### src/rtl/uart_pkg.sv
// uart_pkg: shared UART byte width, ASCII case constants and echo FSM states
package uart_pkg;
  localparam int UART_BYTE_W = 8;
  localparam logic [UART_BYTE_W-1:0] ASCII_LC_A = 8'h61;
  localparam logic [UART_BYTE_W-1:0] ASCII_LC_Z = 8'h7A;
  localparam logic [UART_BYTE_W-1:0] ASCII_CASE_OFS = 8'h20;
  typedef enum logic [2:0] {IDLE, LOAD, SEND, WAIT_HI, WAIT_LO} echo_state_t;
  function automatic logic [UART_BYTE_W-1:0] upcase(input logic [UART_BYTE_W-1:0] b);
    return (b >= ASCII_LC_A && b <= ASCII_LC_Z) ? b - ASCII_CASE_OFS : b;
  endfunction
endpackage

### src/rtl/sync_fifo.sv
// sync_fifo: register-array FIFO; a push into a full FIFO succeeds only alongside a pop
module sync_fifo #(
  parameter int WIDTH = 8,
  parameter int DEPTH = 16
) (
  input  logic                     clk,
  input  logic                     reset,
  input  logic                     push,
  input  logic                     pop,
  input  logic [WIDTH-1:0]         din,
  output logic [WIDTH-1:0]         dout,
  output logic [$clog2(DEPTH):0]   count,
  output logic                     full,
  output logic                     empty
);
  localparam int AW = $clog2(DEPTH);
  localparam logic [AW:0] CAP = (AW+1)'(DEPTH);
  logic [WIDTH-1:0] mem [DEPTH];
  logic [AW-1:0] wptr, rptr;
  logic do_push, do_pop;
  assign full = count == CAP;
  assign empty = count == '0;
  assign do_pop = pop && !empty;
  assign do_push = push && (!full || do_pop);
  assign dout = mem[rptr];
  always_ff @(posedge clk) begin
    if (reset) begin
      wptr <= '0;
      rptr <= '0;
      count <= '0;
    end else begin
      if (do_push) wptr <= wptr + AW'(1);
      if (do_pop) rptr <= rptr + AW'(1);
      count <= count + (AW+1)'(do_push) - (AW+1)'(do_pop);
    end
  end
  always_ff @(posedge clk) begin
    if (do_push) mem[wptr] <= din;
  end
endmodule

### src/rtl/uart_echo_resp.sv
// uart_echo_resp: buffers bytes from uart_rx and retransmits each one through uart_tx
module uart_echo_resp
  import uart_pkg::*;
#(
  parameter int DEPTH = 16,
  parameter bit UPCASE = 0,
  parameter int BUSY_WAIT = 8
) (
  input  logic                       clk,
  input  logic                       reset,
  input  logic [UART_BYTE_W-1:0]     rx_data,
  input  logic                       rx_ready,
  input  logic                       tx_busy,
  output logic [UART_BYTE_W-1:0]     tx_data,
  output logic                       tx_send,
  output logic [$clog2(DEPTH):0]     fifo_count,
  output logic                       overflow
);
  localparam int CW = $clog2(BUSY_WAIT) + 1;
  echo_state_t state;
  logic [CW-1:0] wait_cnt;
  logic [UART_BYTE_W-1:0] din, dout;
  logic full, empty, pop;
  assign din = UPCASE ? upcase(rx_data) : rx_data;
  assign pop = state == LOAD;
  sync_fifo #(.WIDTH(UART_BYTE_W), .DEPTH(DEPTH)) u_fifo (
    .clk(clk),
    .reset(reset),
    .push(rx_ready),
    .pop(pop),
    .din(din),
    .dout(dout),
    .count(fifo_count),
    .full(full),
    .empty(empty)
  );
  // a tx that never raises busy within the window is taken as already finished
  always_ff @(posedge clk) begin
    if (reset) begin
      state <= IDLE;
      tx_data <= '0;
      tx_send <= 1'b0;
      overflow <= 1'b0;
      wait_cnt <= '0;
    end else begin
      tx_send <= state == LOAD;
      if (rx_ready && full && !pop) overflow <= 1'b1;
      case (state)
        IDLE: if (!empty && !tx_busy) state <= LOAD;
        LOAD: begin
          tx_data <= dout;
          state <= SEND;
        end
        SEND: begin
          wait_cnt <= '0;
          state <= WAIT_HI;
        end
        WAIT_HI: begin
          if (tx_busy) state <= WAIT_LO;
          else if (wait_cnt == CW'(BUSY_WAIT - 1)) state <= IDLE;
          else wait_cnt <= wait_cnt + CW'(1);
        end
        WAIT_LO: if (!tx_busy) state <= IDLE;
        default: state <= IDLE;
      endcase
    end
  end
endmodule

### config.mk
export PLATFORM = sky130hd
export DESIGN_NAME = uart_echo_resp
export DESIGN_NICKNAME = d
export VERILOG_FILES = /design/src/rtl/uart_pkg.sv /design/src/rtl/sync_fifo.sv /design/src/rtl/uart_echo_resp.sv
export SDC_FILE = /design/constraint.sdc
export NUM_CORES = 1
export LEC_CHECK = 0
export ABC_AREA = 0
export CAP_MARGIN = 20
export CORE_ASPECT_RATIO = 1.5
export CORE_UTILIZATION = 33
export CTS_BUF_LIST = sky130_fd_sc_hd__clkbuf_8 sky130_fd_sc_hd__clkbuf_16
export CTS_CLUSTER_DIAMETER = 150
export CTS_CLUSTER_SIZE = 12
export DETAILED_ROUTE_END_ITERATION = 16
export PLACE_DENSITY = 0.49
export SLEW_MARGIN = 5
export SYNTH_ARGS = -nofsm -noshare
export SYNTH_HDL_FRONTEND = slang
export SYNTH_SLANG_ARGS = --single-unit
export TNS_END_PERCENT = 100
### constraint.sdc
create_clock -name clk -period 3.3 [get_ports clk]
set_clock_uncertainty 0.1 [all_clocks]
set_input_delay 0.66 -clock clk [delete_from_list [all_inputs] [get_ports clk]]
set_output_delay 0.66 -clock clk [all_outputs]
set_load 0.02 [all_outputs]
== Yosys cells after proc, flatten, opt, wreduce, memory -nomap -nowiden ==
Memories as Yosys holds them, arrays and structs flattened. A register that Yosys moved wholly into a read port is not among the register bits.
Cells that the tools add are included.
Operators by class
  muxes and demuxes: 10
  add/sub/neg operators: 5
  reductions and logical operators: 15
  equal/unequal tests: 11
Operators by type and width (number)
  $pmux W3 S5: 1
  $add A4 B1 Y4 const B: 3
  $mux W3: 4
  $mux W4: 2
  $ne A2 B2 Y1 const B: 4
  $pmux W4 S2: 1
  $eq A3 B2 Y1 const B: 2
  $reduce_and A3 Y1: 2
  $add A5 B1 Y5: 1
  $eq A5 B5 Y1 const B: 1
  $logic_and A1 B1 Y1: 5
  $logic_not A5 Y1: 1
  $sub A5 B1 Y5: 1
  $eq A4 B3 Y1 const B: 1
  $logic_not A1 Y1: 4
  $eq A3 B1 Y1 const B: 1
  $eq A3 B3 Y1 const B: 1
  $logic_not A3 Y1: 1
  $ne A3 B3 Y1 const B: 1
  $mux W1: 2
  $reduce_bool A2 Y1: 1
  $logic_or A1 B1 Y1: 1
Word-level totals
  bits in registers: 22
  memory bits (writable): 128
  logic and storage cells: 49
  memories kept: 1
Memories
  u_fifo.mem: depth 16, width 8, rd ports 1, clocked after memory_dff 1, write ports 1, RTL line sync_fifo.sv:18  | logic [WIDTH-1:0] mem [DEPTH];

== Longest topological paths before layout ==
Gate-level depths: netlist of run 1.
  depth in word-level cells: 7
  mapped depth: 13
  mapped depth without buffers: 13

== Hierarchy ==
A second synthesis of run 1 with hierarchy kept.
Unflattened totals
  cells, all modules: 385
  area total of the unflattened synthesis: 6557.5 um^2
Modules (own cells, without submodules)
  sync_fifo: times used 1, cells an instance 309, area an instance 5819.3 um^2, sequential area each 4184.0 um^2
  uart_echo_resp: times used 1, cells an instance 76, area an instance 738.2 um^2, sequential area each 340.3 um^2

== Worst setup path before layout of run 1 ==
OpenSTA, ideal clock, no wires.
  kind: reg2reg
  start: register u_fifo.count[3]
  end: register u_fifo.count[4]
  path buffers: 0
  arrival time: 2.406 ns
  stages on the path, launching flop included: 14
  data required time: 3.069 ns
  slack: 0.663 ns
  period minus slack after synthesis: 2.637 ns
  path through: dfxtp_1 inv_1 ha_1 nor4b_1 nor2_1 ha_1 inv_1 ha_1 inv_1 fa_1 nor2b_1 o21bai_1 a21oi_1 nor3b_1
On the way
  longest elaborated chain between the ends: 7
  elaborated cells between the ends (all ways): 9
  those cells by class: add/sub (2); eq/ne (1); reduce/logical (6)
RTL lines
  start: declaration: RTL line sync_fifo.sv:12  | output logic [$clog2(DEPTH):0] count,
  start signal: assignment: RTL line sync_fifo.sv:34  | count <= count + (AW+1)'(do_push) - (AW+1)'(do_pop);
  $logic_not A5 Y1 *: RTL line sync_fifo.sv:22  | assign empty = count == '0;
  $logic_not A1 Y1 *: RTL line sync_fifo.sv:23  | assign do_pop = pop && !empty;
  $logic_and A1 B1 Y1 *: RTL line sync_fifo.sv:23
  named net u_fifo.do_pop: RTL line sync_fifo.sv:20  | logic do_push, do_pop;
  $logic_or A1 B1 Y1: RTL line sync_fifo.sv:24  | assign do_push = push && (!full || do_pop);
  $logic_and A1 B1 Y1: RTL line sync_fifo.sv:24
  $add A5 B1 Y5: RTL line sync_fifo.sv:34
  $sub A5 B1 Y5 *: RTL line sync_fifo.sv:34
The timed path passes the listed nets; every way through them passes the cells marked *.
A chain may end at the register's enable or synchronous reset.

== Worst setup path after layout of run 1 ==
Same ends and word-level chain as after synthesis.

==> impl_metrics.tcl, run 1 <==
set metrics [dict create \
    maxCapViolations 0 \
    ys_warn_count 0 \
    grt_overflow 0 \
    multi_input_comb_area_um2 1770 \
    fin_nets 442 \
    final_util_pct 40.8 \
    async_flop_share_pct 0 \
    ys_top_cells_by_area "edfxtp_1 (61%), mux4_2 (11%), dfxtp_1 (9.5%)" \
    seqPwrFrac_pct 45.0 \
    syn2layout_area_growth_pct 20.3 \
    initial_core_util_pct 33.9 \
    vias_per_cell 4.90 \
    rsz0062_at_grt "no" \
    cts_buffers 17 \
    drt_iter0_drc 256 \
    cts_hold_buf 0 \
    first_pass_iters 4 \
    drive_gt1_share_pct 21.2 \
    required_ns 3.54 \
    worstMarginPinSlew_ns 1.04 \
    hold_path.class "flip-flop to flip-flop" \
    final_max_slew_viol_count 0 \
    cts_tree "yes" \
    clockRootBuffer "clkbuf_16" \
    p_switching_uw 1490 \
    routed_wl_mm 13.5 \
    syn_area_um2 6340 \
    fill_cells 1713 \
    cp_max_fo 3 \
    synth_flop_cell "edfxtp_1" \
    p_per_area_nw_per_um2 716 \
    netlist-cell-type-count 41 \
    die_x_um 115 \
    slew_headroom_pct 30.5 \
    grt_pass1_vias 3520 \
    p_int_uw 3970 \
    setup_violations 0 \
    fmax_mhz 343 \
    cts.path.max_buffers 2 \
    status "complete, no violations" \
    p_leak_uw 0.00246 \
    postSynthCellCount 366 \
    pwr-share-clk_pct 35.6 \
    grt_pass1_wl_mm 20.9 \
    grt_usage_pct 15.1 \
    startpoint_type "flip-flop" \
    n_antenna_cell 0 \
    path_clk_slew_ns 0.06 \
    core.rowCount 61 \
    htreeDepth 4 \
    vias 3343 \
    worstPathArrival_ns 3.15 \
    grt_max_degree 35 \
    cts-resized-gates 0 \
    cts.sinks 158 \
    p_comb_share_pct 19.4 \
    post-synth-top-count-cell "edfxtp_1" \
    antenna_found_initial 0 \
    ir_worst_vdd_uv 352 \
    hpwl_mm 8.89 \
    p_sw_share_pct 27.3 \
    synth_common_cells "edfxtp_1 (128), nor2_1 (33), mux4_2 (32), dfxtp_1 (30), mux2i_1 (17)" \
    crit_type "flip-flop to flip-flop" \
    drcViolationCount 0 \
    synth_edf_count 128 \
    port_buffers 26 \
    io_pins 27 \
    core_area_um2 18700 \
    synth_top_cell_by_area "edfxtp_1" \
    ys_ff_latch 158 \
    ys_seq_area_share_pct 70.1 \
    syn_nets 391 \
    dieArea_um2 19800 \
    power.total_uw 5460 \
    fp.dieH_um 172 \
    avgRoutedWirePerCell_um 19.8 \
    finalHoldViolCount 0 \
    fin_crit_sh_pct 88.4 \
    register_area_um2 4450 \
    syn_area_per_cell_um2 17.3 \
    synth.top_cell.area_share_pct 60.6 \
    cts_setup_buffers 0 \
    fin_crit_ns 2.92 \
    tns_ns 0 \
    place.gp.congestion 0.700 \
    ant_nets 0 \
    clock_latency_ns 0.42 \
    cp-end-kind "flip-flop" \
]
==> metal layers <==
layer,vias to the layer above,share of wire (%),GRT usage (%),routed length [um]
met2,50,53,26.5,7190
met5,-,0,0,0
met3,18,2.5,3.17,341
li1,1542,-,-,-
met4,0,1.9,6.27,252
met1,1733,42,18.0,5750
==> final cells by class <==
class / instances / area share, %
inverter: 11 / 0.541
timing repair buffer: 52 / 6.14
tap: 252 / 4.13
clock inverter: 13 / 1.80
clock buffer: 19 / 5.94
multi-input combinational: 177 / 23.2
sequential: 158 / 58.3
==> layout by cell type, fill, tap and decap left out, drive strengths merged, types with 4 or more instances in the layout <==
cell type | Yosys | routed
inv | 11 | 15
o221ai | 8 | 8
mux4 | 32 | 32
nand3b | 10 | 10
clkbuf | 9 | 19
nor2 | 33 | 33
edfxtp | 128 | 128
xor2 | 4 | 4
buf | 11 | 26
clkinvlp | 0 | 4
xnor2 | 5 | 5
a21oi | 7 | 7
nand2 | 7 | 7
nor3b | 4 | 4
mux2i | 17 | 17
ha | 12 | 12
nor3 | 6 | 6
clkdlybuf4s50 | 0 | 26
dfxtp | 30 | 30
==> state kept, by name (all words and copies together) (netlist names) <==
register	flops
u_fifo.count	5
u_fifo.rptr	4
u_fifo.mem	128
tx_send	1
u_fifo.wptr	4
overflow	1
wait_cnt	4
tx_data	8
state	3
==> metrics by stage <==
step	cells	hold slack [ns]	cell area [um^2]	worst slack (ns)
floorplan	366	0.341	6340	0.663
global placement	650	0.356	7040	0.522
detailed placement	650	0.373	7040	0.363
CTS	682	0.379	7630	0.342
global route	682	0.412	7630	0.0489
finish	682	0.375	7630	0.383
==> cell families (layout without fill, tap and decap cells) <==
logic type	count (synthesis)	count (layout)	share of synthesized area (%)
DFF	158	158	70.1
muxes	49	49	14.1
buffers and inverters	31	95	2.05
xor gates and xnor gates	9	9	1.24
AOI/OAI and AO/OA	30	30	3.45
and+or+nand+nor	76	76	6.41
adders and majority gates	13	13	2.68
==> power groups by stage <==
| stage | combinational [uW] | sequential (uW) | clock (uW) |
|---|---|---|---|
| 5_1_grt | 1190 | 2480 | 2060 |
| 4_1_cts | 1080 | 2460 | 1990 |
| 3_3_place_gp | 1070 | 2490 | 0 |
| 6_report | 1060 | 2460 | 1940 |
| 2_1_floorplan | 678 | 2470 | 0 |
| 3_5_place_dp | 1080 | 2500 | 0 |
==> path summary, 6_finish.rpt <==
path	cells past startpoint	start	end	slack [ns]
hold / removal	2	overflow	overflow	0.37
setup reg to reg	13	u_fifo.count[3]	u_fifo.count[4]	0.38
hold reg to reg	2	overflow	overflow	0.37
setup / recovery	13	u_fifo.count[3]	u_fifo.count[4]	0.38
==> worst max-delay path, stage by stage, from the launching register on <==
cell and delay (ns):
dfxtp_1 0.33, inv_1 0.09, ha_1 0.19, nor4b_1 0.47, nor2_1 0.18, ha_1 0.31
inv_1 0.06, ha_1 0.15, inv_1 0.05, fa_1 0.37, nor2b_1 0.17, o21bai_1 0.10
nand3_1 0.09, nor3b_1 0.17
(Power assumes the default switching activity.)
==> run 2, diff against run 1 <==
- SLEW_MARGIN: 5 -> 15
==> results of run 2 <==
No change in the layout: final DEF, timing and power equal those of run 1.
